==> config.mk <==
export PLATFORM = sky130hd
export DESIGN_NAME = fc_result_collector
export DESIGN_NICKNAME = d
export VERILOG_FILES = /design/src/rtl/fc_result_collector_pkg.sv /design/src/rtl/fc_result_collector_fp_compare_gt.sv /design/src/rtl/fc_result_collector.sv
export SDC_FILE = /design/constraint.sdc
export NUM_CORES = 1
export LEC_CHECK = 0
export ABC_AREA = 1
export BUFFER_PORTS_ARGS = -buffer_cell sky130_fd_sc_hd__buf_2
export CAP_MARGIN = 10
export CORE_MARGIN = 8
export CORE_UTILIZATION = 62
export CTS_CLUSTER_SIZE = 24
export DETAILED_ROUTE_END_ITERATION = 10
export PLACE_DENSITY = 0.9
export SLEW_MARGIN = 5
export SYNTH_ARGS = -nofsm -noshare
export SYNTH_HDL_FRONTEND = slang
export SYNTH_SLANG_ARGS = --single-unit
==> constraint.sdc <==
create_clock -name clk -period 7.4 [get_ports clk]
set_input_delay 0.74 -clock clk [delete_from_list [all_inputs] [get_ports clk]]
set_output_delay 0.74 -clock clk [all_outputs]
set_load 0.005 [all_outputs]
==> src/rtl/fc_result_collector_pkg.sv <==
// Shared types and helpers for the FC result collector.
package fc_result_collector_pkg;

    // IEEE-754 single precision word layout.
    localparam int unsigned FP_DATA_WIDTH = 32;
    localparam int unsigned FP_SIGN_BIT   = FP_DATA_WIDTH - 1;

    // Collector FSM: gather a vector, then replay it downstream.
    typedef enum logic {
        ST_COLLECT = 1'b0,
        ST_DRAIN   = 1'b1
    } state_e;

    // Map a float onto an unsigned key whose integer order matches float order.
    // Negatives are inverted so a larger magnitude gives a smaller key. Positives
    // get the sign bit set so they sort above every negative. NaN is not ordered.
    function automatic logic [FP_DATA_WIDTH-1:0] fp_order_key(
        input logic [FP_DATA_WIDTH-1:0] x
    );
        logic [FP_DATA_WIDTH-1:0] sign_mask;
        sign_mask = '0;
        sign_mask[FP_SIGN_BIT] = 1'b1;
        fp_order_key = x[FP_SIGN_BIT] ? ~x : (x ^ sign_mask);
    endfunction

endpackage

==> src/rtl/fc_result_collector_fp_compare_gt.sv <==
// Strict greater-than compare of two floats using the order-key mapping.
module fc_result_collector_fp_compare_gt
    import fc_result_collector_pkg::*;
#(
    parameter int unsigned DATA_WIDTH = FP_DATA_WIDTH
) (
    input  logic [DATA_WIDTH-1:0] a_i,
    input  logic [DATA_WIDTH-1:0] b_i,
    output logic                  a_gt_b_o
);

    logic [DATA_WIDTH-1:0] key_a;
    logic [DATA_WIDTH-1:0] key_b;

    if (DATA_WIDTH == FP_DATA_WIDTH) begin : g_pkg_key
        assign key_a = fp_order_key(a_i);
        assign key_b = fp_order_key(b_i);
    end else begin : g_generic_key
        // Same mapping as fp_order_key, for a non-single-precision word size.
        localparam logic [DATA_WIDTH-1:0] SIGN_MASK = {1'b1, {(DATA_WIDTH - 1){1'b0}}};
        assign key_a = a_i[DATA_WIDTH-1] ? ~a_i : (a_i ^ SIGN_MASK);
        assign key_b = b_i[DATA_WIDTH-1] ? ~b_i : (b_i ^ SIGN_MASK);
    end

    // Unsigned key order equals float order, ties are not greater.
    assign a_gt_b_o = (key_a > key_b);

endmodule

==> src/rtl/fc_result_collector.sv <==
// Collects one FC result vector, tracks its argmax, then replays it (optional ReLU)
// to the next layer over a valid/ready handshake.
module fc_result_collector
    import fc_result_collector_pkg::*;
#(
    parameter int unsigned DATA_WIDTH         = FP_DATA_WIDTH,
    parameter int unsigned NUMBER_OUTPUT_NODE = 10,
    parameter int unsigned RELU_EN            = 1,
    localparam int unsigned INDEX_WIDTH       = $clog2(NUMBER_OUTPUT_NODE)
) (
    input  logic                   clk,
    input  logic                   rst_n,
    input  logic                   i_valid,
    input  logic [DATA_WIDTH-1:0]  i_data,
    input  logic                   i_ready,
    output logic [DATA_WIDTH-1:0]  o_data,
    output logic                   o_valid,
    output logic                   o_last,
    output logic [INDEX_WIDTH-1:0] o_class,
    output logic                   o_class_valid,
    output logic                   o_busy,
    output logic                   o_overflow
);

    localparam logic [INDEX_WIDTH-1:0] LAST_IDX = INDEX_WIDTH'(NUMBER_OUTPUT_NODE - 1);

    state_e                 state_q, state_d;
    logic [INDEX_WIDTH-1:0] wr_cnt_q, wr_cnt_d;
    logic [INDEX_WIDTH-1:0] rd_cnt_q, rd_cnt_d;
    logic [DATA_WIDTH-1:0]  max_val_q, max_val_d;
    logic [INDEX_WIDTH-1:0] max_idx_q, max_idx_d;
    logic [INDEX_WIDTH-1:0] class_q, class_d;
    logic                   class_valid_q, class_valid_d;
    logic                   overflow_q, overflow_d;

    logic [DATA_WIDTH-1:0]  buf_q [NUMBER_OUTPUT_NODE];
    logic                   buf_we;

    logic                   in_gt_max;
    logic [DATA_WIDTH-1:0]  rd_word;
    logic [DATA_WIDTH-1:0]  relu_word;

    // Raw incoming word versus the running maximum of the current vector.
    fc_result_collector_fp_compare_gt #(
        .DATA_WIDTH (DATA_WIDTH)
    ) u_compare_gt (
        .a_i      (i_data),
        .b_i      (max_val_q),
        .a_gt_b_o (in_gt_max)
    );

    // Next-state logic for the collect/drain FSM, counters, argmax and flags.
    always_comb begin
        state_d       = state_q;
        wr_cnt_d      = wr_cnt_q;
        rd_cnt_d      = rd_cnt_q;
        max_val_d     = max_val_q;
        max_idx_d     = max_idx_q;
        class_d       = class_q;
        class_valid_d = 1'b0;
        overflow_d    = overflow_q;
        buf_we        = 1'b0;

        unique case (state_q)
            ST_COLLECT: begin
                if (i_valid) begin
                    buf_we = 1'b1;
                    // First word seeds the max; later words must be strictly greater,
                    // so ties resolve to the lowest index.
                    if ((wr_cnt_q == '0) || in_gt_max) begin
                        max_val_d = i_data;
                        max_idx_d = wr_cnt_q;
                    end
                    if (wr_cnt_q == LAST_IDX) begin
                        state_d       = ST_DRAIN;
                        wr_cnt_d      = '0;
                        rd_cnt_d      = '0;
                        class_valid_d = 1'b1;
                        // Fold in the final word directly so the class is ready at t+1.
                        class_d       = in_gt_max ? wr_cnt_q : max_idx_q;
                    end else begin
                        wr_cnt_d = wr_cnt_q + 1'b1;
                    end
                end
            end
            ST_DRAIN: begin
                // Upstream is not allowed to push while we replay; record and drop.
                if (i_valid) begin
                    overflow_d = 1'b1;
                end
                if (i_ready) begin
                    if (rd_cnt_q == LAST_IDX) begin
                        state_d  = ST_COLLECT;
                        rd_cnt_d = '0;
                    end else begin
                        rd_cnt_d = rd_cnt_q + 1'b1;
                    end
                end
            end
            default: begin
                state_d = ST_COLLECT;
            end
        endcase
    end

    // Control state with asynchronous active-low reset.
    always_ff @(posedge clk or negedge rst_n) begin
        if (!rst_n) begin
            state_q       <= ST_COLLECT;
            wr_cnt_q      <= '0;
            rd_cnt_q      <= '0;
            max_val_q     <= '0;
            max_idx_q     <= '0;
            class_q       <= '0;
            class_valid_q <= 1'b0;
            overflow_q    <= 1'b0;
        end else begin
            state_q       <= state_d;
            wr_cnt_q      <= wr_cnt_d;
            rd_cnt_q      <= rd_cnt_d;
            max_val_q     <= max_val_d;
            max_idx_q     <= max_idx_d;
            class_q       <= class_d;
            class_valid_q <= class_valid_d;
            overflow_q    <= overflow_d;
        end
    end

    // Result buffer; contents are only observed after a full vector is written.
    always_ff @(posedge clk) begin
        if (buf_we) begin
            buf_q[wr_cnt_q] <= i_data;
        end
    end

    // Output word: ReLU maps any sign-set word (including -0) to +0.
    always_comb begin
        rd_word   = buf_q[rd_cnt_q];
        relu_word = rd_word;
        if ((RELU_EN != 0) && rd_word[DATA_WIDTH-1]) begin
            relu_word = '0;
        end
        o_data = (state_q == ST_DRAIN) ? relu_word : '0;
    end

    assign o_valid       = (state_q == ST_DRAIN);
    assign o_busy        = (state_q == ST_DRAIN);
    assign o_last        = (state_q == ST_DRAIN) && (rd_cnt_q == LAST_IDX);
    assign o_class       = class_q;
    assign o_class_valid = class_valid_q;
    assign o_overflow    = overflow_q;

endmodule

Yosys cells after proc, flatten, opt, wreduce, memory -nomap -nowiden:

Memory sizes are Yosys's and may differ from the RTL's.
Cells that the tools add are included.

* $add $sub $neg: 2
* $lt $le $gt $ge: 1
* eq/ne operators: 5
* multiplexer cells: 21
* bitwise operators: 5
* reductions and logical operators: 8

Operators by type and width (number)
* $mux 32: 3
* $not 32->32: 2
* $gt 32x32->1: 1
* $mux 31: 1
* $mux 4: 6
* $mux 1: 9
* $reduce_and 3->1: 3
* $add 4x1->4 const B: 2
* $eq 4x4->1 const B: 2
* $pmux 4 s2: 1
* $ne 2x2->1 const B: 3
* $logic_not 4->1: 1
* $reduce_and 2->1: 2
* $not 1->1: 3
* $pmux 1 s2: 1
* $logic_and 1x1->1: 1
* $logic_or 1x1->1: 1

* bits in registers: 51
* bits in writable memories: 320
* input port bits: 36
* output and inout bits: 41
* logic and storage cells: 51
* memories kept: 1

Memory list
* buf_q: words 10, width 32, rd ports 1, clocked after Yosys merged registers in 0, wr ports 1, line fc_result_collector.sv:36 `logic [DATA_WIDTH-1:0] buf_q [NUMBER_OUTPUT_NODE];`

Logic depth before layout (Yosys ltp):

Gate-level depths: netlist (run 1).

* depth after elaboration: 5
* gate-level depth with buffers: 20
* gate-level depth less buffers: 17

Cells and area by module:

A second synthesis (run 1) with hierarchy kept.

* cells, all modules: 1656
* area total of the unflattened synthesis: 16866.2 um^2

Modules (own cells, without submodules)
* fc_result_collector: instances 1, cells each 1471, area an instance 15496.1 um^2, seq. area each 10885.4 um^2
* fc_result_collector_fp_compare_gt: instances 1, cells each 185, area an instance 1370.1 um^2, seq. area each 0.0 um^2

Worst setup path before layout (run 1):

No wires, ideal clock.

* kind: in2reg
* from: input port i_valid
* to: memory buf_q[7][0] in the netlist's numbering (enable)
* setup time: 0.464 ns
* arrival: 3.321 ns
* required time: 6.936 ns
* slack: 3.616 ns
* cell stages on the path: 4
* buffers on the path: 0
* cell sequence: nand2_1 > inv_2 > nand2_1 > nor3_1

* longest elaborated chain between the ends: 4

RTL lines
* start: declaration: line fc_result_collector.sv:13 `input logic i_valid,`
* $mux 1: line fc_result_collector.sv:66 `if (i_valid) begin`
* $mux 1: line fc_result_collector.sv:64 `unique case (state_q)`
* $mux 1: line fc_result_collector.sv:131 `if (buf_we) begin`
* $mux 1 (not written as such): line fc_result_collector.sv:132 `buf_q[wr_cnt_q] <= i_data;`
* end: declaration: line fc_result_collector.sv:36

No other way between the ends.

Worst setup path after layout (run 1):

* from: register rd_cnt_q[0]
* to: output port o_data[5]

* longest elaborated chain between the ends: 3

RTL lines
* start: declaration: line fc_result_collector.sv:29 `logic [INDEX_WIDTH-1:0] rd_cnt_q, rd_cnt_d;`
* start signal: assignment: line fc_result_collector.sv:120 `rd_cnt_q <= rd_cnt_d;`
* $mem_v2 10x32
* $mux 31: line fc_result_collector.sv:140 `if ((RELU_EN != 0) && rd_word[DATA_WIDTH-1]) begin`
* $mux 32: line fc_result_collector.sv:143 `o_data = (state_q == ST_DRAIN) ? relu_word : '0;`
* end: declaration: line fc_result_collector.sv:16 `output logic [DATA_WIDTH-1:0] o_data,`

No other way between the ends.

==> results by group, run 1 <==
Outcome
  – Status: completed

Clock network
  – CTS Sinks: 371
  – Hold buffer count at cts: 0
  – Setup bufs post-CTS: 0
  – Post_cts resized: 0
  – Root buf cell: clkbuf_16
  – H-tree depth: 2
  – CTS buffer count: 37
  – Worst-Skew Late Latency: 0.53 ns
  – Clk buf depth: 3
  – CTS tree: built
  – Clock slew at reported path FFs: 0.07 ns

Yosys
  – Number of synthesized register bits: 371
  – Sequential area share after synthesis: 67.33%
  – Area leader, netlist: edfxtp_1
  – Distinct cell type count after synthesis: 36
  – Synth area leaders: edfxtp_1 (59%), dfrtp_1 (7.9%), nor2_1 (5.7%)
  – Post-synth top area share: 59.43%
  – Gate count of the mapped netlist: 1333
  – Synthesized area per cell: 12.13 um^2
  – Synth warn: 0
  – Mapped Area: 16170 um^2
  – Synth Net Count: 1403

Final layout
  – Share of cells above drive strength 1: 14.79%
  – Design area: 17970 um^2
  – Util after Layout: 69.57%
  – P&R area growth vs syn: 11.17%
  – Number of fill cells: 1578
  – Commonest cells after routing, fill and taps aside: edfxtp_1 (320), nor2_1 (241), o21ai_0 (167), nand2_1 (123), buf_2 (75)
  – Layout net count: 1454
  – Most common cell after layout, fill and taps aside: edfxtp_1
  – Diode count: 0

Setup path
  – Crit Path Class: flop to output port
  – Crit path required time: 6.66 ns
  – Setup crit start kind: flop
  – Crit. End Element: output port
  – R2R setup slack: 3.43 ns
  – CP arrival: 4.18 ns
  – Crit Path Max Fanout: 90

Route
  – DRT Pass-1 Iters: 6
  – Post-DR vias/cell: 6.429
  – Routed len/inst: 23.11 um
  – Routed Antenna Nets: 0
  – WL final: 40390 um
  – Detailed router's first-iteration violation count: 1521
  – Remaining DRCs: 0
  – DR vias: 11240

Floorplanning
  – Starting Density: 62.58%
  – Total core area: 25840 um^2
  – IO Count: 77
  – Die Y: 177.5 um
  – Die width: 177.5 um
  – Row cnt: 59
  – Die area: 31500 um^2

Min path
  – Hold WC Path Type: input pin to async pin

Power
  – Pwr per Cell Area: 372.0 nW/um^2
  – Peak VDD IR: 0.2262 mV
  – Leakage: 6.570 nW

Flow run
  – Maxcap violations: 0

GRT
  – GRT overflow: 0
  – Grt peak-use layer: met2
  – First-pass GRT wire length: 62430 um
  – Initial antenna violation count: 0
  – Global-route track usage on met2: 41.27%
  – Met1 GRT Util: 32.08%
  – Vias in the first global route: 11450
  – Overall Global Routing Usage: 25.53%
  – Grt met3 use: 6.128%
  – Largest net degree at the start of global routing: 91

Placed design
  – Post-DP HPWL: 21890 um
  – Placed inst area: 16700 um^2
  – GPL Wtd Cong: 0.8209
  – I/O Buffers: 75
  – Dpl ws: 3.184 ns

STA
  – Worst slew margin: 15.40%
  – Fmax: 0.2033 GHz
  – Hold_ws: 0.3553 ns
  – Final Hold Vio Count: 0
  – Final period demand of the worst path: 4.919 ns
  – Period utilization: 66.48%
  – Setup WS post-layout: 2.481 ns
  – Final Skew: 0.02247 ns
  – Endpoints failing setup: 0
  – Fin. max-slew vios: 0
  – RSZ-0062 raised after global routing: no
  – Tightest Pin Transition: 1.266 ns
  – Final setup TNS: 0 ns
==> cell families after synthesis <==
family | after synthesis | share of synthesized area, %
buffers and inverters | 112 | 3.606
flip-flops | 371 | 67.33
other | 1 | 0.02319
adder cells (fa/ha/maj) | 34 | 2.631
XOR/XNOR | 64 | 3.467
AND/OR/NAND/NOR | 433 | 11.74
AO/OA/AOI/OAI | 318 | 11.21
==> state kept, by name (all words and copies together), names as in the netlist <==
register,count
max_idx_q,4
max_val_q,32
o_class_valid,1
rd_cnt_q,4
o_overflow,1
buf_q,320
wr_cnt_q,4
o_busy,1
o_class,4
==> final cells by class <==
cell class	instances	area (um^2)	share of cell area, %
clock buffer	47	1036	5.764
timing repair buffer	97	556.8	3.098
sequential	371	10890	60.59
multi-input combinational	850	4757	26.47
inverter	27	103.9	0.5778
clock inverter	21	211.5	1.176
tap	335	419.2	2.332
==> metrics by stage <==
step                      total power [mW]  std cells
after global routing                 6.983       1748
after detailed placement             4.726       1678
after CTS                            6.651       1746
after global placement               4.606       1678
final                                6.687       1748
after floorplan                      4.041       1333
==> where the power goes <==
| group | total, mW | switching [mW] | internal, mW |
|---|---|---|---|
| Clock | 1.91 | 0.779 | 1.13 |
| Combinational | 2.24 | 1.44 | 0.796 |
| Sequential | 2.54 | 0.171 | 2.37 |
| Total | 6.69 | 2.39 | 4.30 |
==> synth_stat cells <==
master	n
edfxtp_1	320
nor2_1	246
o21ai_0	167
nand2_1	123
o22ai_1	64
dfrtp_1	51
clkbuf_1	38
ha_1	34
xor2_1	33
nand3_2	32
o22a_1	31
xnor2_1	31
o21ai_1	29
buf_2	24
inv_1	22
a21oi_1	18
nand3_1	15
buf_4	12
nor3_1	7
buf_6	5
inv_2	4
a21o_1	3
buf_1	3
buf_12	3
nand2_2	3
o211ai_1	3
nor2_2	2
o21a_1	2
and3_1	1
clkinv_2	1
conb_1	1
nand2_4	1
nand3_4	1
nand4_1	1
nor3_2	1
o221ai_1	1
==> final timing paths <==
| kind | startpoint | to | cells past startpoint |
|---|---|---|---|
| worst max-delay path | rd_cnt_q[0] | o_data[5] | 8 |
| worst min-delay path | rst_n | o_class_valid | 2 |
| worst max register to register | max_val_q[31] | max_val_q[11] | 12 |
| worst min register to register | o_overflow | o_overflow | 1 |
| max in group asynchronous | rst_n | rd_cnt_q[0] | 2 |
| min in group clk | o_overflow | o_overflow | 1 |
==> critical path, cell delays in order (launching register included) <==
cell,delay [ns]
dfrtp_4,1.04
buf_4,0.70
o21ai_0,0.21
o221ai_1,0.24
o211ai_1,0.13
o211ai_1,0.56
buf_4,0.44
nor2_1,0.09
buf_2,0.14
==> per-layer routing <==
| layer | vias to the layer above | share of wire, % |
|---|---|---|
| li1 | 4868 | - |
| met1 | 5444 | 37 |
| met2 | 783 | 48 |
| met3 | 143 | 11 |
| met4 | 0 | 4.4 |
| met5 | - | 0 |
Power figures use the tool's default switching activity.
==> run 2: changes to the inputs <==
--- a/config.mk
+++ b/config.mk
@@ -9,10 +9,10 @@
 export BUFFER_PORTS_ARGS = -buffer_cell sky130_fd_sc_hd__buf_2
 export CAP_MARGIN = 10
 export CORE_MARGIN = 8
-export CORE_UTILIZATION = 62
+export CORE_UTILIZATION = 55
 export CTS_CLUSTER_SIZE = 24
 export DETAILED_ROUTE_END_ITERATION = 10
-export PLACE_DENSITY = 0.9
+export PLACE_DENSITY = 0.85
 export SLEW_MARGIN = 5
 export SYNTH_ARGS = -nofsm -noshare
 export SYNTH_HDL_FRONTEND = slang
==> constraint.sdc (replaced) <==
create_clock -name clk -period 3.97 [get_ports clk]
set_input_delay 0.397 -clock clk [delete_from_list [all_inputs] [get_ports clk]]
set_output_delay 0.397 -clock clk [all_outputs]
set_load 0.005 [all_outputs]
==> run 2 against run 1 <==
Against the previous run: sequential share of layout area is 0.55 points lower; sequential cell count stayed put; clock power is 87% higher; register-to-register slack worse by 2.3 ns; final cell count is 3.6% higher; combinational power is 87% higher; core utilization is 6.7 points lower; sequential power is 86% higher; critical path depth stayed put; critical endpoint is now o_data[28]; largest power group unchanged.
==> results by group, run 2 (synthesis gave the netlist of run 1 again) <==
STA
  – RSZ-0062 raised after global routing: no (unchanged)
  – Hold_ws: 0.08358 ns (was 0.3553 ns)
  – Final period demand of the worst path: 3.505 ns
  – Final Skew: 0.01584 ns (was 0.02247 ns)
  – Fmax: 0.2853 GHz
  – Worst slew margin: 34.46% (was 15.40%)
  – Tightest Pin Transition: 0.9831 ns (was 1.266 ns)
  – Endpoints failing setup: 0 (unchanged)
  – Period utilization: 88.28%
  – Fin. max-slew vios: 0 (unchanged)
  – Final setup TNS: 0 ns (unchanged)
  – Final Hold Vio Count: 0 (unchanged)

Clock network
  – Post_cts resized: 0 (unchanged)
  – Setup bufs post-CTS: 0 (unchanged)
  – Clock slew at reported path FFs: 0.06 ns (was 0.07 ns)
  – Worst-Skew Late Latency: 0.53 ns (about the same)
  – CTS buffer count: 38 (was 37)
  – Hold buffer count at cts: 1 (was 0)
  – CTS tree: built (unchanged)
  – Clk buf depth: 3 (unchanged)
  – H-tree depth: 2 (unchanged)
  – Root buf cell: clkbuf_16 (unchanged)
  – CTS Sinks: 371 (unchanged)

Min path
  – WHS Path Cells: 2
  – Hold_sp: i_ready
  – Hold WC Path Type: input pin to flop (was input pin to async pin)
  – Hold path endpoint: o_busy

Route
  – DR vias: 10870 (was 11240)
  – Post-DR vias/cell: 6.002 (was 6.429)
  – DRT Pass-1 Iters: 5 (was 6)
  – WL final: 39180 um (was 40390 um)
  – Routed len/inst: 21.64 um (was 23.11 um)
  – Detailed router's first-iteration violation count: 1353 (was 1521)
  – Remaining DRCs: 0 (unchanged)
  – Routed Antenna Nets: 0 (unchanged)

GRT
  – Overall Global Routing Usage: 21.94% (was 25.53%)
  – First-pass GRT wire length: 60970 um (was 62430 um)
  – GRT overflow: 0 (unchanged)
  – Largest net degree at the start of global routing: 70 (was 91)
  – Initial antenna violation count: 1 (was 0)
  – Vias in the first global route: 11130 (was 11450)

Final layout
  – Most common cell after layout, fill and taps aside: edfxtp_1 (unchanged)
  – Number of flip-flops under the largest register name: 320 (unchanged)
  – Commonest cells after routing, fill and taps aside: edfxtp_1 (320), nor2_1 (241), o21ai_0 (167), nand2_1 (123), buf_2 (75) (unchanged)
  – P&R area growth vs syn: 12.19% (was 11.17%)
  – Multi-input logic area: 4757 um^2 (unchanged)
  – Top flop regs: buf_q x320, max_val_q x32 (unchanged)
  – Number of fill cells: 2029 (was 1578)
  – Share of cells above drive strength 1: 15.28% (was 14.79%)
  – Most flops, register: buf_q (unchanged)
  – Register area: 10890 um^2 (unchanged)
  – Diode count: 0 (unchanged)
  – Layout net count: 1467 (was 1454)

Floorplanning
  – Die area: 35140 um^2 (was 31500 um^2)
  – Die Y: 187.5 um (was 177.5 um)
  – Die width: 187.5 um (was 177.5 um)
  – Row cnt: 62 (was 59)
  – Starting Density: 56.03% (was 62.58%)
  – Total core area: 28860 um^2 (was 25840 um^2)
  – IO Count: 77 (unchanged)

Power
  – P_sw: 4.406 mW (was 2.390 mW)
  – Combinational share of power: 33.6% (was 33.4%)
  – Clock network fraction of total power: 28.7% (was 28.6%)
  – Leakage: 6.633 nW (was 6.570 nW)
  – Int Pwr: 8.081 mW (was 4.297 mW)
  – Flop pwr share: 37.8% (was 37.9%)
  – Sw Share: 35.28% (was 35.74%)
  – Peak VDD IR: 0.3405 mV (was 0.2262 mV)
  – Power, Total: 12.49 mW (was 6.687 mW)
  – Pwr per Cell Area: 688.5 nW/um^2 (was 372.0 nW/um^2)

Setup path
  – CP arrival: 3.11 ns (was 4.18 ns)
  – R2R Path End: max_val_q[4] (was max_val_q[11])
  – Reg2Reg Launch Point: max_val_q[31] (unchanged)
  – R2R setup slack: 1.13 ns (was 3.43 ns)
  – Crit path required time: 3.57 ns (was 6.66 ns)
  – Worst-case reg-to-reg path depth: 12 (unchanged)
  – Crit Path Class: flop to output port (unchanged)
  – Crit Path Max Fanout: 69 (was 90)
  – Setup crit start kind: flop (unchanged)
  – Crit. End Element: output port (unchanged)

Placed design
  – Post-DP HPWL: 22030 um (was 21890 um)
  – I/O Buffers: 75 (unchanged)
  – GPL Wtd Cong: 0.8441 (was 0.8209)

Outcome
  – Status: completed (unchanged)

Flow run
  – Maxcap violations: 0 (unchanged)
## run 2: layer usage
layer | GRT usage (%) | vias up | wire, um
met4 | 9.879 | 2 | 1132
met1 | 27.66 | 5253 | 14780
met5 | 0 | - | 10
met3 | 4.922 | 96 | 4188
li1 | - | 4898 | -
met2 | 35.92 | 621 | 19070
## run 2: through the flow
| step | cells | cell area, um^2 | util, % | setup WS, ns |
|---|---|---|---|---|
| 2_1_floorplan | 1333 | 16170 | - | 0.4104 |
| 3_3_place_gp | 1740 | 16870 | 58.45 | 0.9631 |
| 3_5_place_dp | 1740 | 16870 | 58.45 | 0.8227 |
| 4_1_cts | 1811 | 18140 | 62.86 | 0.4671 |
| 5_1_grt | 1811 | 18140 | 62.86 | 0.2438 |
| 6_report | 1811 | 18140 | 62.86 | 0.4652 |
## run 2: critical path: stages, from the launching register on
cell      delay, ns
dfrtp_4        0.67
buf_4          0.63
nor2_1         0.13
o221ai_1       0.19
o211ai_1       0.11
o211ai_1       0.28
buf_4          0.32
nor2_1         0.08
buf_2          0.13
## run 2: power by group through the flow
| stage | registers [mW] | clock network [mW] | logic [mW] |
|---|---|---|---|
| 4_1_cts | 4.70 | 3.60 | 4.17 |
| 2_1_floorplan | 4.60 | 0 | 2.93 |
| 3_3_place_gp | 4.77 | 0 | 3.94 |
| 5_1_grt | 4.73 | 3.74 | 4.65 |
| 3_5_place_dp | 4.78 | 0 | 4.11 |
| 6_report | 4.72 | 3.58 | 4.19 |
## run 2: cell type report
class,count,share of cell area (%)
multi-input cells,850,26.23
inverters,27,0.5725
well taps,384,2.649
clock inverters,17,0.9381
clock buffers,53,6.015
flip-flops and latches,371,60.04
repair buffers,109,3.559
## run 2: how the worst max path moves through the flow
| stage | from | end | slack [ns] | cells past startpoint |
|---|---|---|---|---|
| after CTS | rd_cnt_q[0] | o_data[29] | 0.47 | 8 |
| after global placement | i_data[31] | max_idx_q[1] | 0.96 | 14 |
| final | rd_cnt_q[0] | o_data[28] | 0.47 | 8 |
| after detailed placement | i_data[31] | max_val_q[3] | 0.82 | 13 |
| after global routing | rd_cnt_q[0] | o_data[16] | 0.24 | 8 |
| after floorplan | o_busy | buf_q[7][0] | 0.41 | 5 |
==> run 3: changes to the inputs <==
--- a/config.mk
+++ b/config.mk
@@ -12,6 +12,7 @@
 export CORE_UTILIZATION = 55
 export CTS_CLUSTER_SIZE = 24
 export DETAILED_ROUTE_END_ITERATION = 10
+export HOLD_SLACK_MARGIN = 0.12
 export PLACE_DENSITY = 0.85
 export SLEW_MARGIN = 5
 export SYNTH_ARGS = -nofsm -noshare
==> run 3 against run 2 <==
Against the previous run: core utilization is 0.069 points higher; highest routed layer unchanged; final area up 0.11%; non-clock buffer count increased by 2; combinational power about the same; sequential share of layout area decreased by 0.066 points; sequential power about the same; die area unchanged; sequential cell count is the same; fmax about the same.
==> results by group, run 3 (synthesis gave the netlist of run 1 again) <==
Route
  – Routed Antenna Nets: 0 (unchanged)
  – WL final: 39230 um (was 39180 um)
  – Routed len/inst: 21.64 um (about the same)
  – DRT Pass-1 Iters: 5 (unchanged)
  – Remaining DRCs: 0 (unchanged)
  – Detailed router's first-iteration violation count: 1307 (was 1353)
  – Post-DR vias/cell: 6.007 (was 6.002)
  – DR vias: 10890 (was 10870)

Clock network
  – H-tree depth: 2 (unchanged)
  – Root buf cell: clkbuf_16 (unchanged)
  – CTS Sinks: 371 (unchanged)
  – Clk buf depth: 3 (unchanged)
  – CTS tree: built (unchanged)
  – Worst-Skew Late Latency: 0.53 ns (about the same)
  – CTS buffer count: 38 (unchanged)
  – Clock slew at reported path FFs: 0.07 ns (was 0.06 ns)
  – Setup bufs post-CTS: 0 (unchanged)
  – Post_cts resized: 0 (unchanged)

STA
  – RSZ-0062 raised after global routing: no (unchanged)
  – Setup WS post-layout: 0.4685 ns (was 0.4652 ns)
  – Final Hold Vio Count: 0 (unchanged)
  – Final Skew: 0.01510 ns (was 0.01584 ns)
  – Hold_ws: 0.2166 ns (was 0.08358 ns)
  – Tightest Pin Transition: 0.9457 ns (was 0.9831 ns)
  – Worst slew margin: 36.95% (was 34.46%)
  – Fin. max-slew vios: 0 (unchanged)
  – Final setup TNS: 0 ns (unchanged)
  – Final period demand of the worst path: 3.501 ns (was 3.505 ns)
  – Endpoints failing setup: 0 (unchanged)
  – Period utilization: 88.20% (was 88.28%)
  – Fmax: 0.2856 GHz (was 0.2853 GHz)

Final layout
  – Most flops, register: buf_q (unchanged)
  – Layout net count: 1469 (was 1467)
  – Design area: 18160 um^2 (was 18140 um^2)
  – Top flop regs: buf_q x320, max_val_q x32 (unchanged)
  – Most common cell after layout, fill and taps aside: edfxtp_1 (unchanged)
  – Number of fill cells: 2030 (was 2029)
  – P&R area growth vs syn: 12.31% (was 12.19%)
  – Number of flip-flops under the largest register name: 320 (unchanged)
  – Final Non-Filler Cells: 1813 (was 1811)
  – Diode count: 0 (unchanged)
  – Share of cells above drive strength 1: 15.26% (was 15.28%)
  – Commonest cells after routing, fill and taps aside: edfxtp_1 (320), nor2_1 (241), o21ai_0 (167), nand2_1 (123), buf_2 (75) (unchanged)
  – Util after Layout: 62.92% (was 62.86%)

Setup path
  – Crit Path Class: flop to output port (unchanged)
  – Crit. End Element: output port (unchanged)
  – CP arrival: 3.10 ns (was 3.11 ns)
  – R2R Path End: max_val_q[4] (unchanged)
  – Crit Path Max Fanout: 69 (unchanged)
  – Worst-case reg-to-reg path depth: 12 (unchanged)
  – Crit path required time: 3.57 ns (about the same)
  – Reg2Reg Launch Point: max_val_q[31] (unchanged)
  – Setup crit start kind: flop (unchanged)
  – R2R setup slack: 1.13 ns (about the same)

Floorplanning
  – Row cnt: 62 (unchanged)
  – Die area: 35140 um^2 (unchanged)
  – Total core area: 28860 um^2 (unchanged)
  – Die width: 187.5 um (unchanged)
  – IO Count: 77 (unchanged)
  – Die Y: 187.5 um (unchanged)
  – Starting Density: 56.03% (unchanged)

GRT
  – Vias in the first global route: 11140 (was 11130)
  – GRT overflow: 0 (unchanged)
  – Largest net degree at the start of global routing: 70 (unchanged)
  – First-pass GRT wire length: 61000 um (was 60970 um)
  – Initial antenna violation count: 1 (unchanged)
  – Overall Global Routing Usage: 21.95% (was 21.94%)

Power
  – Leakage: 6.642 nW (was 6.633 nW)
  – Peak VDD IR: 0.3407 mV (was 0.3405 mV)
  – Pwr per Cell Area: 687.9 nW/um^2 (was 688.5 nW/um^2)
  – Power, Total: 12.49 mW (about the same)

Placed design
  – GPL Wtd Cong: 0.8441 (unchanged)
  – Placed inst area: 16870 um^2 (unchanged)
  – Dpl ws: 0.8227 ns (unchanged)
  – Placed Instances: 1740 (unchanged)
  – I/O Buffers: 75 (unchanged)
  – Post-DP HPWL: 22030 um (unchanged)

Min path
  – Hold path endpoint: max_val_q[23] (was o_busy)
  – Hold_sp: i_data[23] (was i_ready)
  – Hold WC Path Type: input pin to flop (unchanged)
  – WHS Path Cells: 3 (was 2)

Outcome
  – Status: completed (unchanged)

Flow run
  – Maxcap violations: 0 (unchanged)
## run 3: repair_timing
action	4_1_cts	5_1_grt
setup endpoints to repair	0	0
endpoints found under the hold margin	23	0
hold buffers	3	0
## run 3: final cells by class
class                           instances  area [um^2]  area share (%)
Inverter                               27        103.9          0.5719
Sequential cell                       371        10890           59.97
Clock inverter                         17        170.2          0.9371
Tap cell                              384        480.5           2.646
Clock buffer                           53         1091           6.008
Multi-Input combinational cell        850         4757           26.20
Timing Repair Buffer                  111        665.6           3.666
## run 3: routing by layer
metal  part of all wire [%]  GRT usage [%]
met1                     38          27.71
met2                     49          35.93
met3                     11          4.847
met4                    2.9          9.879
met5                  0.025              0
## run 3: worst max path at each step
stage / startpoint / endpoint / slack, ns / depth (start not counted)
global placement: i_data[31] / max_idx_q[1] / 0.96 / 14
detailed placement: i_data[31] / max_val_q[3] / 0.82 / 13
finish: rd_cnt_q[0] / o_data[29] / 0.47 / 8
CTS: rd_cnt_q[0] / o_data[29] / 0.47 / 8
global route: rd_cnt_q[0] / o_data[16] / 0.24 / 8
floorplan: o_busy / buf_q[7][0] / 0.41 / 5
## run 3: worst max-delay path: stages, from the launching register on
cell and delay [ns]:
dfrtp_4 0.67, buf_4 0.63, nor2_1 0.14, o221ai_1 0.19, o211ai_1 0.11, o211ai_1 0.28, buf_4 0.32, nor2_1 0.09
buf_2 0.13
## run 3: where the power goes
part / internal (mW) / leakage [nW] / switching, mW
logic: 1.54 / 2.49 / 2.65
registers: 4.41 / 3.54 / 0.299
clock network: 2.13 / 0.610 / 1.46
total: 8.08 / 6.64 / 4.41
